**src/rtl/if_id_stage.sv**
```systemverilog
// Instruction-fetch stage and IF/ID pipeline register for the 5-stage RV32 core.
// Owns the fetch PC and keeps saturating stall/flush event counters.
module if_id_stage #(
    parameter int unsigned     XLEN      = 32,
    parameter logic [XLEN-1:0] RESET_PC  = 32'h0000_0000,
    parameter logic [XLEN-1:0] NOP_INSTR = 32'h0000_0013,
    parameter int unsigned     CNT_W     = 16
) (
    input  logic              clk_i,
    input  logic              rst_i,
    input  logic              PC_Write_i,
    input  logic              Stall_i,
    input  logic              Branch_i,
    input  logic [XLEN-1:0]   Branch_target_i,
    input  logic [XLEN-1:0]   Instr_i,
    output logic [XLEN-1:0]   PC_o,
    output logic [XLEN-1:0]   ID_Instr_o,
    output logic [XLEN-1:0]   ID_PC_o,
    output logic              ID_Valid_o,
    output logic [CNT_W-1:0]  Stall_cnt_o,
    output logic [CNT_W-1:0]  Flush_cnt_o
);

    logic [XLEN-1:0]  pc_q, pc_d;
    logic [XLEN-1:0]  instr_q, instr_d;
    logic [XLEN-1:0]  id_pc_q, id_pc_d;
    logic             valid_q, valid_d;
    logic [CNT_W-1:0] stall_cnt_q, stall_cnt_d;
    logic [CNT_W-1:0] flush_cnt_q, flush_cnt_d;
    logic [XLEN-1:0]  pc_plus4;

    assign pc_plus4 = pc_q + XLEN'(4);

    always_comb begin
        pc_d        = pc_q;
        instr_d     = instr_q;
        id_pc_d     = id_pc_q;
        valid_d     = valid_q;
        stall_cnt_d = stall_cnt_q;
        flush_cnt_d = flush_cnt_q;

        if (Stall_i) begin
            // Branch is ignored here; ID still holds it and re-resolves next cycle.
            if (PC_Write_i) begin
                pc_d = pc_plus4;
            end
            if (stall_cnt_q != '1) begin
                stall_cnt_d = stall_cnt_q + CNT_W'(1);
            end
        end else if (Branch_i) begin
            if (PC_Write_i) begin
                pc_d = {Branch_target_i[XLEN-1:2], 2'b00};
            end
            instr_d = NOP_INSTR;
            id_pc_d = pc_q;
            valid_d = 1'b0;
            if (flush_cnt_q != '1) begin
                flush_cnt_d = flush_cnt_q + CNT_W'(1);
            end
        end else begin
            instr_d = Instr_i;
            id_pc_d = pc_q;
            valid_d = 1'b1;
            if (PC_Write_i) begin
                pc_d = pc_plus4;
            end
        end
    end

    always_ff @(posedge clk_i or negedge rst_i) begin
        if (!rst_i) begin
            pc_q        <= RESET_PC;
            instr_q     <= NOP_INSTR;
            id_pc_q     <= '0;
            valid_q     <= 1'b0;
            stall_cnt_q <= '0;
            flush_cnt_q <= '0;
        end else begin
            pc_q        <= pc_d;
            instr_q     <= instr_d;
            id_pc_q     <= id_pc_d;
            valid_q     <= valid_d;
            stall_cnt_q <= stall_cnt_d;
            flush_cnt_q <= flush_cnt_d;
        end
    end

    assign PC_o        = pc_q;
    assign ID_Instr_o  = instr_q;
    assign ID_PC_o     = id_pc_q;
    assign ID_Valid_o  = valid_q;
    assign Stall_cnt_o = stall_cnt_q;
    assign Flush_cnt_o = flush_cnt_q;

endmodule

```
**config.mk**
```make
export PLATFORM = sky130hd
export DESIGN_NAME = if_id_stage
export DESIGN_NICKNAME = d
export VERILOG_FILES = /design/src/rtl/if_id_stage.sv
export SDC_FILE = /design/constraint.sdc
export NUM_CORES = 1
export LEC_CHECK = 0
export CORE_MARGIN = 1.5
export CORE_UTILIZATION = 35
export DETAILED_ROUTE_END_ITERATION = 8
export GPL_ROUTABILITY_DRIVEN = 0
export PLACE_DENSITY = 0.76
export SYNTH_ARGS = -nofsm -noshare
export SYNTH_HDL_FRONTEND = slang
export SYNTH_SLANG_ARGS = --single-unit
```
**constraint.sdc**
```tcl
create_clock -name clk_i -period 5.17 [get_ports clk_i]
set_input_delay 1.551 -clock clk_i [delete_from_list [all_inputs] [get_ports clk_i]]
set_output_delay 1.551 -clock clk_i [all_outputs]
set_load 0.005 [all_outputs]
```
Word level (Yosys, flattened, before mapping)

Cells that the tools add are included.
W data, S select, Z words.

Output and inout bits: 129
Flip-flop bits (word level): 129
Input bits: 69
Logic and storage cells: 21

Mux-type cells: 6
Reductions and logical operators: 2
Eq/ne operators: 3
Bitwise logic cells: 1
Add/sub/neg operators: 3

Operator list:

| operator                | number |
|---|---|
| $mux W32                | 5 |
| $add A16 B1 Y16 const B | 2 |
| $add A32 B3 Y32 const B | 1 |
| $ne A16 B16 Y1 const B  | 2 |
| $ne A3 B3 Y1 const B    | 1 |
| $reduce_and A3 Y1       | 1 |
| $reduce_and A2 Y1       | 1 |
| $mux W1                 | 1 |
| $not A1 Y1              | 1 |

Depth between registers and ports, before layout

Gate-level depths: netlist of the first run.

Word-level depth: 4
Mapped depth: 7
Gate-level depth less buffers: 6

Worst setup path after synthesis of the first run

No wires, ideal clock.

Kind: input to register
Start: input Branch_i
End: register pc_q[27] (netlist: PC_o[27])
Required time: 5.048 ns
Library setup time: 0.122 ns
Path slack: 2.351 ns
Arrival: 2.697 ns
Buffers on the path: 1
Stages on the path: 6
Cell sequence: nor2b_4 -> buf_6 -> nor4_4 -> and3_1 -> and3_1 -> nor3_2

Word-level cells in the longest chain between the ends: 2
Elaborated cells between the ends (all ways): 3
Classes of those cells: 1 x eq/ne; 2 x mux

Ends and longest elaborated chain:

| element              | RTL line | RTL |
|---|---|---|
| start, declared      | 13       | `input logic Branch_i,` |
| $mux W32             | 50       | `end else if (Branch_i) begin` |
| $mux W32             | 42       | `if (Stall_i) begin` |
| end signal, assigned | 79       | `pc_q <= pc_d;` |
| end, declared        | 24       | `logic [XLEN-1:0] pc_q, pc_d;` |

Parallel ways exist; a longest one is shown, timed or not.
A chain may end at the register's enable or synchronous reset.

Worst setup path after layout of the first run

Start: input PC_Write_i
End: register pc_q[26] (netlist: PC_o[26])

Word-level cells in the longest chain between the ends: 3
Elaborated cells between the ends (all ways): 4
Classes of those cells: 1 x eq/ne; 3 x mux

Ends and longest elaborated chain:

| element               | RTL line | RTL |
|---|---|---|
| start, declared       | 11       | `input logic PC_Write_i,` |
| $mux W32 (3 in a row) | --       |  |

Parallel ways exist; a longest one is shown, timed or not.

==> run summary, run 1 <==
Status - finished clean
EDFF count, synth - 0
Vias per std cell - 5.238
Max Cap Viol - 0
Commonest non-fill, non-tap cell in the layout - clkdlybuf4s50_1
Most frequent cells in the layout - 189 x clkdlybuf4s50_1, 122 x dfrtp_1, 38 x nor2_1
Register area share after synthesis - 55.10%
I/O Buffers - 191
Clock tree buffer depth - 2
Total area of sequential cells - 3132 um2
Setup Buffers After CTS - 0
Crit path cell chain - clkdlybuf4s50_1, buf_4, nand2_1, nor4_4, nand3_2, o211a_1, a211o_1
Fmax - 0.2708 GHz
Worst VDD drop - 0.2202 mV
CTS tree - built
Post-CTS sizing - 0
Setup TNS - 0 ns
Slowest-stage cell, CP - nor4_4
Dpl hpwl - 11020 um
Core region area - 15890 um2
Min Clock Period, post-route - 3.693 ns
N_diodes - 0
Post-synth ARST share - 100.0%
Hold/Removal Path Class - reg -> reg
GR Util All Layers - 18.61%
Crit end category - flop
Via count - 4777
Delay-heaviest family, CP - simple AND/OR/NAND/NOR gates
Fin. max-slew vios - 0
Max incr delay on CP - 0.68 ns
DRT Pass-1 Iters - 5
Die Wd - 130.4 um
Final WL - 15610 um
CP Buf/Inv Count - 2
Vias in the first global route - 4731
Clock Skews - 0.007848 ns
Distinct cells, synth - 57
Cts bufs inserted - 17
Num rows - 46
Share of the synthesized area in the top cell type - 53.71%
Slew @ Worst Pin - 1.209 ns
CP required - 5.47 ns
Final Hold Fails - 0
H-tree depth - 4
Clock-pin slew on the worst setup and hold paths - 0.06 ns
Layout area overhead - 46.42%
Die Ht - 130.4 um
Final Cycle Share - 71.44%
Antenna violations before repair - 0
Slew HR - 19.29%
I/O pin cnt - 198
Area of the multi-input gates - 2401 um2
Layout cells sized above 1 - 12.64%
Hold buffers post-CTS - 0
Routed len/inst - 17.11 um
Syn Inst Count - 496
Yosys warning count - 0
Mapped Area - 5684 um2
# DRC - 0
Pwr dens - 404.4 nW/um2
Remaining antenna violation count after routing - 0
Setup crit start kind - input port
Largest net degree at the start of global routing - 105
Total congestion overflow - 0
Fin nets - 755
First-pass GRT wire length - 24430 um
Fillcell total - 1384
DR iter-0 viols - 241
Static leakage - 0.003430 uW
Die ar. - 17010 um2
Clk root buf - clkbuf_16
Effective utilization at floorplan - 35.78%
Final setup viols - 0
Syn avg cell area - 11.46 um2
Clk Latency, worst-skew pair - 0.42 ns
Most used flip-flop cell after synthesis - dfrtp_1
Min Hold Slack - 0.4847 ns
Seq cells post-synth - 125
Cell taking the most area after synthesis - dfrtp_1
Worst setup path category - in -> reg
Critical Path AT - 3.99 ns
Crit-path max FO - 22
Unrepaired setup endpoints after global routing - no
Clock sinks - 125
Synth top area cells - dfrtp_1 54%, mux2_2 5.9%, a22o_1 4.5%
[sequential cells by signal (all words and copies together), names as in the netlist]
name	cells
ID_Instr_o	32
ID_PC_o	30
PC_o	30
Flush_cnt_o	16
Stall_cnt_o	16
ID_Valid_o	1
[logic make-up after synthesis]
family | synth area share, %
adder cells (fa/ha/maj) | 0.6604
buffers and inverters | 2.905
other | 0.06597
AO/OA/AOI/OAI | 14.42
multiplexers | 7.044
AND/OR/NAND/NOR | 16.88
flip-flops | 55.10
XOR/XNOR | 2.928
[path summary, 6_finish.rpt]
path	startpoint	endpoint	slack, ns	cells past startpoint
setup / recovery	PC_Write_i	PC_o[26]	1.48	7
hold reg to reg	ID_Valid_o	ID_Valid_o	0.48	1
hold / removal	ID_Valid_o	ID_Valid_o	0.48	1
max in group asynchronous	rst_i	ID_Instr_o[6]	2.99	2
min in group asynchronous	rst_i	ID_PC_o[7]	1.26	1
setup reg to reg	PC_o[9]	PC_o[26]	2.99	5
[routing by layer]
layer	up-vias	routed length [um]	part of all wire, %	global-route usage (%)
met5	-	0	0	0
met4	0	395	2.5	8.727
met3	25	918	5.9	4.560
met2	168	7633	49	30.19
met1	2363	6661	43	23.51
li1	2221	-	-	-
[cell type report]
| cell class | instances | share of cell area (%) |
|---|---|---|
| Clock buffer | 22 | 5.457 |
| Sequential cell | 125 | 37.63 |
| Clock inverter | 10 | 1.398 |
| Inverter | 5 | 0.2255 |
| Timing Repair Buffer | 194 | 23.20 |
| Multi-Input combinational cell | 340 | 28.85 |
| Tap cell | 216 | 3.247 |
[metrics by stage]
step	instances	cell area (um2)	setup slack, ns	utilization, %	total power (uW)
after floorplan	499	5695	2.351	-	1684
after global placement	880	7752	1.167	48.80	2195
after detailed placement	880	7752	1.105	48.80	2238
after CTS	912	8323	1.525	52.39	3411
after global routing	912	8323	1.379	52.39	3540
final	912	8323	1.477	52.39	3366
[cells in the mapped netlist (all sizes together) (3+ instances only)]
cell	count
o31ai	4
o21a	7
and3	9
dfstp	3
ha	3
nor3	13
buf	13
o22ai	9
nand2	34
nor4	4
o21ai	16
nand4	15
nor2	39
a22o	29
and4	8
mux2i	4
a21oi	17
nand3	32
clkbuf	16
and2	3
a311oi	8
a31oi	6
dfrtp	122
xnor2	12
xor2	7
mux2	32
a211oi	4
inv	5
[power breakdown]
group | internal, uW | switching, uW | total (uW) | leakage [uW]
registers | 1160 | 213 | 1380 | 0.00152
clock network | 721 | 427 | 1150 | 0.000274
logic | 522 | 320 | 842 | 0.00164
total | 2410 | 960 | 3370 | 0.00343
(Power assumes the default switching activity.)
==> run 2: changes to the inputs <==
PLACE_DENSITY = 0.78   (was 0.76)
clock period = 3.2 ns   (was 5.17 ns; I/O delays follow)
==> run summary, run 2 (synthesis results as in run 1) <==
Remaining antenna violation count after routing - 0 (unchanged)
CTS tree - built
Fin nets - 768 (+1.7%)
Max FFs per register - 32 (unchanged)
Clock tree buffer depth - 2 (unchanged)
Effective utilization at floorplan - 35.78% (unchanged)
Worst reg-to-reg path cell count - 5 (unchanged)
WHS Endpoint - ID_Valid_o
Most frequent cells in the layout - 189 x clkdlybuf4s50_1, 122 x dfrtp_1, 38 x nor2_1
Cts bufs inserted - 17 (unchanged)
Fmax - 0.3926 GHz
Setup Buffers After CTS - 0 (unchanged)
Hold Path Origin - ID_Valid_o
Largest net degree at the start of global routing - 74 (-30%)
Pwr dens - 664.9 nW/um2 (+64%)
Die ar. - 17010 um2 (unchanged)
Clk root buf - clkbuf_16
Die Ht - 130.4 um (unchanged)
FF-to-FF Start - PC_o[9]
P_sw - 1555 uW (+62%)
N_diodes - 0 (unchanged)
Met2 Use GR - 29.29% (-0.90 points)
Final WL - 15500 um (-0.72%)
GR Util All Layers - 18.32% (-0.29 points)
Post-CTS sizing - 0 (unchanged)
Global routing's busiest layer - met2
Clock-pin slew on the worst setup and hold paths - 0.05 ns (about the same)
Crit end category - flop
Min Clock Period, post-route - 2.547 ns
Via count - 4717 (-1.3%)
Core region area - 15890 um2 (unchanged)
Setup TNS - 0 ns (unchanged)
Placed instance count - 893 (+1.5%)
Final setup viols - 0 (unchanged)
Dpl ws - 0.2274 ns (-0.8778 ns)
Seq pwr share - 39.3% (-1.6 points)
Sw Ratio - 27.53% (-1.0 points)
Slack of the critical path - 0.6526 ns (-0.8240 ns)
Clock share of power - 36.6% (+2.5 points)
Fin. max-slew vios - 0 (unchanged)
Worst setup path category - in -> reg
Reg2Reg Setup Slack - 1.16 ns (-1.83 ns)
Dpl hpwl - 11000 um (-0.13%)
Post-Route Utilization - 53.50% (+1.1 points)
Unrepaired setup endpoints after global routing - no
Layout area overhead - 49.50%
I/O Buffers - 191 (unchanged)
Crit-path max FO - 8 (-64%)
Max Cap Viol - 0 (unchanged)
CP required - 3.50 ns (-1.97 ns)
H-tree depth - 4 (unchanged)
Hold/Removal Path Class - reg -> reg
Vias per std cell - 5.099 (-2.6%)
Pint - 4095 uW (+70%)
Hold depth - 1 (unchanged)
Clk Latency, worst-skew pair - 0.42 ns (about the same)
# DRC - 0 (unchanged)
Total congestion overflow - 0 (unchanged)
Reg2reg end - PC_o[26]
Part of the power in combinational logic - 24.1% (-0.9 points)
Crit. Startpoint - PC_Write_i
Vias in the first global route - 4506 (-4.8%)
Num rows - 46 (unchanged)
Finished Layout Cells - 925 (+1.4%)
Antenna violations before repair - 1 (+1)
Worst VDD drop - 0.3970 mV (+80%)
Final Cycle Share - 79.61%
I/O pin cnt - 198 (unchanged)
First-pass GRT wire length - 24030 um (-1.6%)
Setup crit start kind - input port
Status - finished clean
Slew @ Worst Pin - 0.5234 ns (-0.6860 ns)
Met3 usage in global routing - 5.904% (+1.3 points)
Die Wd - 130.4 um (unchanged)
Routed len/inst - 16.75 um (-2.1%)
DRT Pass-1 Iters - 4 (-1)
DR iter-0 viols - 248 (+2.9%)
Commonest non-fill, non-tap cell in the layout - clkdlybuf4s50_1
Clock sinks - 125 (unchanged)
Clock Skews - 0.006490 ns (-0.001357 ns)
Hold buffers post-CTS - 0 (unchanged)
Critical Path AT - 2.84 ns (-1.15 ns)
GR Util met1 - 23.78% (+0.27 points)
Slew HR - 65.11% (+46 points)
Static leakage - 0.003529 uW (+2.9%)
Final Hold Fails - 0 (unchanged)
Layout cells sized above 1 - 14.53% (+1.9 points)
## run 2: area by class of cell
| type | count | area (um2) |
|---|---|---|
| well taps | 216 | 270.3 |
| repair buffers | 207 | 2041 |
| clock inverters | 10 | 161.4 |
| multi-input cells | 340 | 2401 |
| clock buffers | 22 | 474.2 |
| fillers | 1424 | 7387 |
| inverters | 5 | 18.77 |
| flip-flops and latches | 125 | 3132 |
## run 2: power by group through the flow
stage	Clock [uW]	Combinational, uW	Sequential [uW]
after floorplan	0	532	2190
after global placement	0	1340	2230
after detailed placement	0	1370	2240
after CTS	2110	1380	2220
after global routing	2190	1490	2270
final	2070	1360	2220
## run 2: worst max-delay path, stage by stage
cell	delay (ns)
clkdlybuf4s50_1	0.47
nand2_1	0.19
nor4_4	0.55
nand3_2	0.18
o211a_1	0.23
a211o_1	0.26
## run 2: worst max-delay path by stage
stage,endpoint,slack (ns),depth (start not counted)
after global placement,PC_o[26],0.27,6
after global routing,PC_o[26],0.57,6
final,PC_o[26],0.65,6
after floorplan,PC_o[27],0.97,6
after detailed placement,PC_o[26],0.23,6
after CTS,PC_o[26],0.67,6
## run 2: layer usage
| layer | wire length (um) | vias up |
|---|---|---|
| li1 | - | 2236 |
| met1 | 6891 | 2297 |
| met2 | 7375 | 160 |
| met3 | 995 | 22 |
| met4 | 220 | 2 |
| met5 | 13 | - |
## run 2: through the flow
step,power (uW),cell area [um2],hold slack [ns]
floorplan,2721,5695,0.4758
global placement,3572,7863,0.4627
detailed placement,3614,7863,0.4679
CTS,5711,8498,0.4804
global route,5949,8498,0.4899
finish,5650,8498,0.4765
==> run 3: changes to the inputs <==
clock period = 2.2 ns   (was 3.2 ns; I/O delays follow)
==> run summary, run 3 (synthesis results as in run 1) <==
Post-CTS sizing - 0 (unchanged)
Crit-path max FO - 9 (+1)
Placed instance area - 8078 um2 (+2.7%)
Final setup viols - 0 (unchanged)
Clock sinks - 125 (unchanged)
Routed len/inst - 16.22 um (-3.2%)
Clock tree buffer depth - 2 (unchanged)
Hold buffers post-CTS - 0 (unchanged)
CP required - 1.54 ns (-1.96 ns)
Core region area - 15890 um2 (unchanged)
Post-Route Utilization - 54.86% (+1.4 points)
Cts bufs inserted - 17 (unchanged)
CP Buf/Inv Count - 1 (unchanged)
Die Ht - 130.4 um (unchanged)
Slowest-stage cell, CP - clkdlybuf4s50_1
Antenna violations before repair - 1 (unchanged)
Via count - 4775 (+1.2%)
Critical Path AT - 1.48 ns (-1.36 ns)
Worst VDD drop - 0.5450 mV (+37%)
Min Clock Period, post-route - 2.143 ns
# DRC - 0 (unchanged)
Commonest non-fill, non-tap cell in the layout - clkdlybuf4s50_1
Crit end category - output port
Remaining antenna violation count after routing - 0 (unchanged)
Clock Skews - 0.008446 ns (+0.001956 ns)
Total congestion overflow - 0 (unchanged)
Clock-pin slew on the worst setup and hold paths - 0.06 ns (about the same)
N_diodes - 0 (unchanged)
Vias in the first global route - 4637 (+2.9%)
Worst setup path category - reg -> out
Clk root buf - clkbuf_16
Crit path cell chain - clkdlybuf4s50_1
Final Hold Fails - 0 (unchanged)
Critical Path Stages - 1 (-5)
Setup crit start kind - flop
Final WL - 15360 um (-0.88%)
Hold/Removal Path Class - in -> async
Max incr delay on CP - 0.56 ns (about the same)
Worst reg-to-reg path cell count - 6 (+1)
Setup Buffers After CTS - 0 (unchanged)
Most frequent cells in the layout - 189 x clkdlybuf4s50_1, 122 x dfrtp_1, 38 x nor2_1
Final instance area - 8715 um2 (+2.5%)
I/O pin cnt - 198 (unchanged)
DRT Pass-1 Iters - 4 (unchanged)
Pwr dens - 951.3 nW/um2 (+43%)
Num rows - 46 (unchanged)
Vias per std cell - 5.042 (-1.1%)
Die ar. - 17010 um2 (unchanged)
Dpl hpwl - 11300 um (+2.7%)
Status - finished clean
Fin. max-slew vios - 0 (unchanged)
Unrepaired setup endpoints after global routing - no
GR Util All Layers - 18.17% (-0.16 points)
Layout cells sized above 1 - 17.37% (+2.8 points)
First-pass GRT wire length - 24050 um (about the same)
Static leakage - 0.003646 uW (+3.3%)
DR iter-0 viols - 180 (-27%)
H-tree depth - 4 (unchanged)
Max Cap Viol - 0 (unchanged)
Die Wd - 130.4 um (unchanged)
Fin nets - 790 (+2.9%)
Delay-heaviest family, CP - buffers and inverters
Fmax - 0.4667 GHz
Max FFs per register - 32 (unchanged)
Final Cycle Share - 97.40%
Effective utilization at floorplan - 35.78% (unchanged)
Layout area overhead - 53.31%
Reg2Reg Setup Slack - 0.33 ns (-0.83 ns)
Fillcell total - 1389 (-2.5%)
Largest net degree at the start of global routing - 46 (-38%)
I/O Buffers - 191 (unchanged)
CTS tree - built
Clk Latency, worst-skew pair - 0.41 ns (about the same)
==> run 3: changes by cell type in the layout (fill, tap and decap cells not counted), sizes merged <==
cell | previous run | this run
buf | 18 | 40
clkbuf | 22 | 17
inv | 5 | 9
clkinvlp | 3 | 4
==> run 3: worst paths after layout <==
path | startpoint | endpoint
setup / recovery | PC_o[20] | PC_o[20]
hold / removal | rst_i | ID_PC_o[4]
setup reg to reg | PC_o[3] | PC_o[12]
hold reg to reg | ID_Instr_o[1] | ID_Instr_o[1]
max in group asynchronous | rst_i | ID_Instr_o[0]
min in group clk_i | ID_Instr_o[1] | ID_Instr_o[1]
==> run 3: final cells by class <==
class                           count  area (um2)  area share (%)
Clock inverter                     15       211.5           2.426
Sequential cell                   125        3132           35.94
Clock buffer                       17       425.4           4.882
Inverter                            5       18.77          0.2154
Multi-Input combinational cell    340        2401           27.55
Timing Repair Buffer              229        2256           25.89
Tap cell                          216       270.3           3.101
==> run 3: layer usage <==
| metal | wire length [um] | vias up | part of all wire (%) | global-route usage [%] |
|---|---|---|---|---|
| li1 | - | 2276 | - | - |
| met1 | 6643 | 2334 | 43 | 22.90 |
| met2 | 7512 | 144 | 49 | 30.19 |
| met3 | 975 | 19 | 6.3 | 5.090 |
| met4 | 214 | 2 | 1.4 | 6.076 |
| met5 | 13 | - | 0.085 | 0 |
==> run 3: through the flow <==
step	hold slack [ns]	total power, uW	worst slack (ns)	cells	TNS, ns
floorplan	0.3644	3958	0.2720	499	0
global placement	0.4638	5267	-0.1733	915	-3.262
detailed placement	0.4827	5334	-0.1912	915	-4.010
CTS	0.1644	8393	0.03468	947	0
global route	0.1868	8723	0.005160	947	0
finish	0.1708	8290	0.05730	947	0
==> run 3: power breakdown <==
| part | switching (uW) | internal (uW) |
|---|---|---|
| sequential | 477 | 2730 |
| combinational | 770 | 1300 |
| clock | 1100 | 1910 |
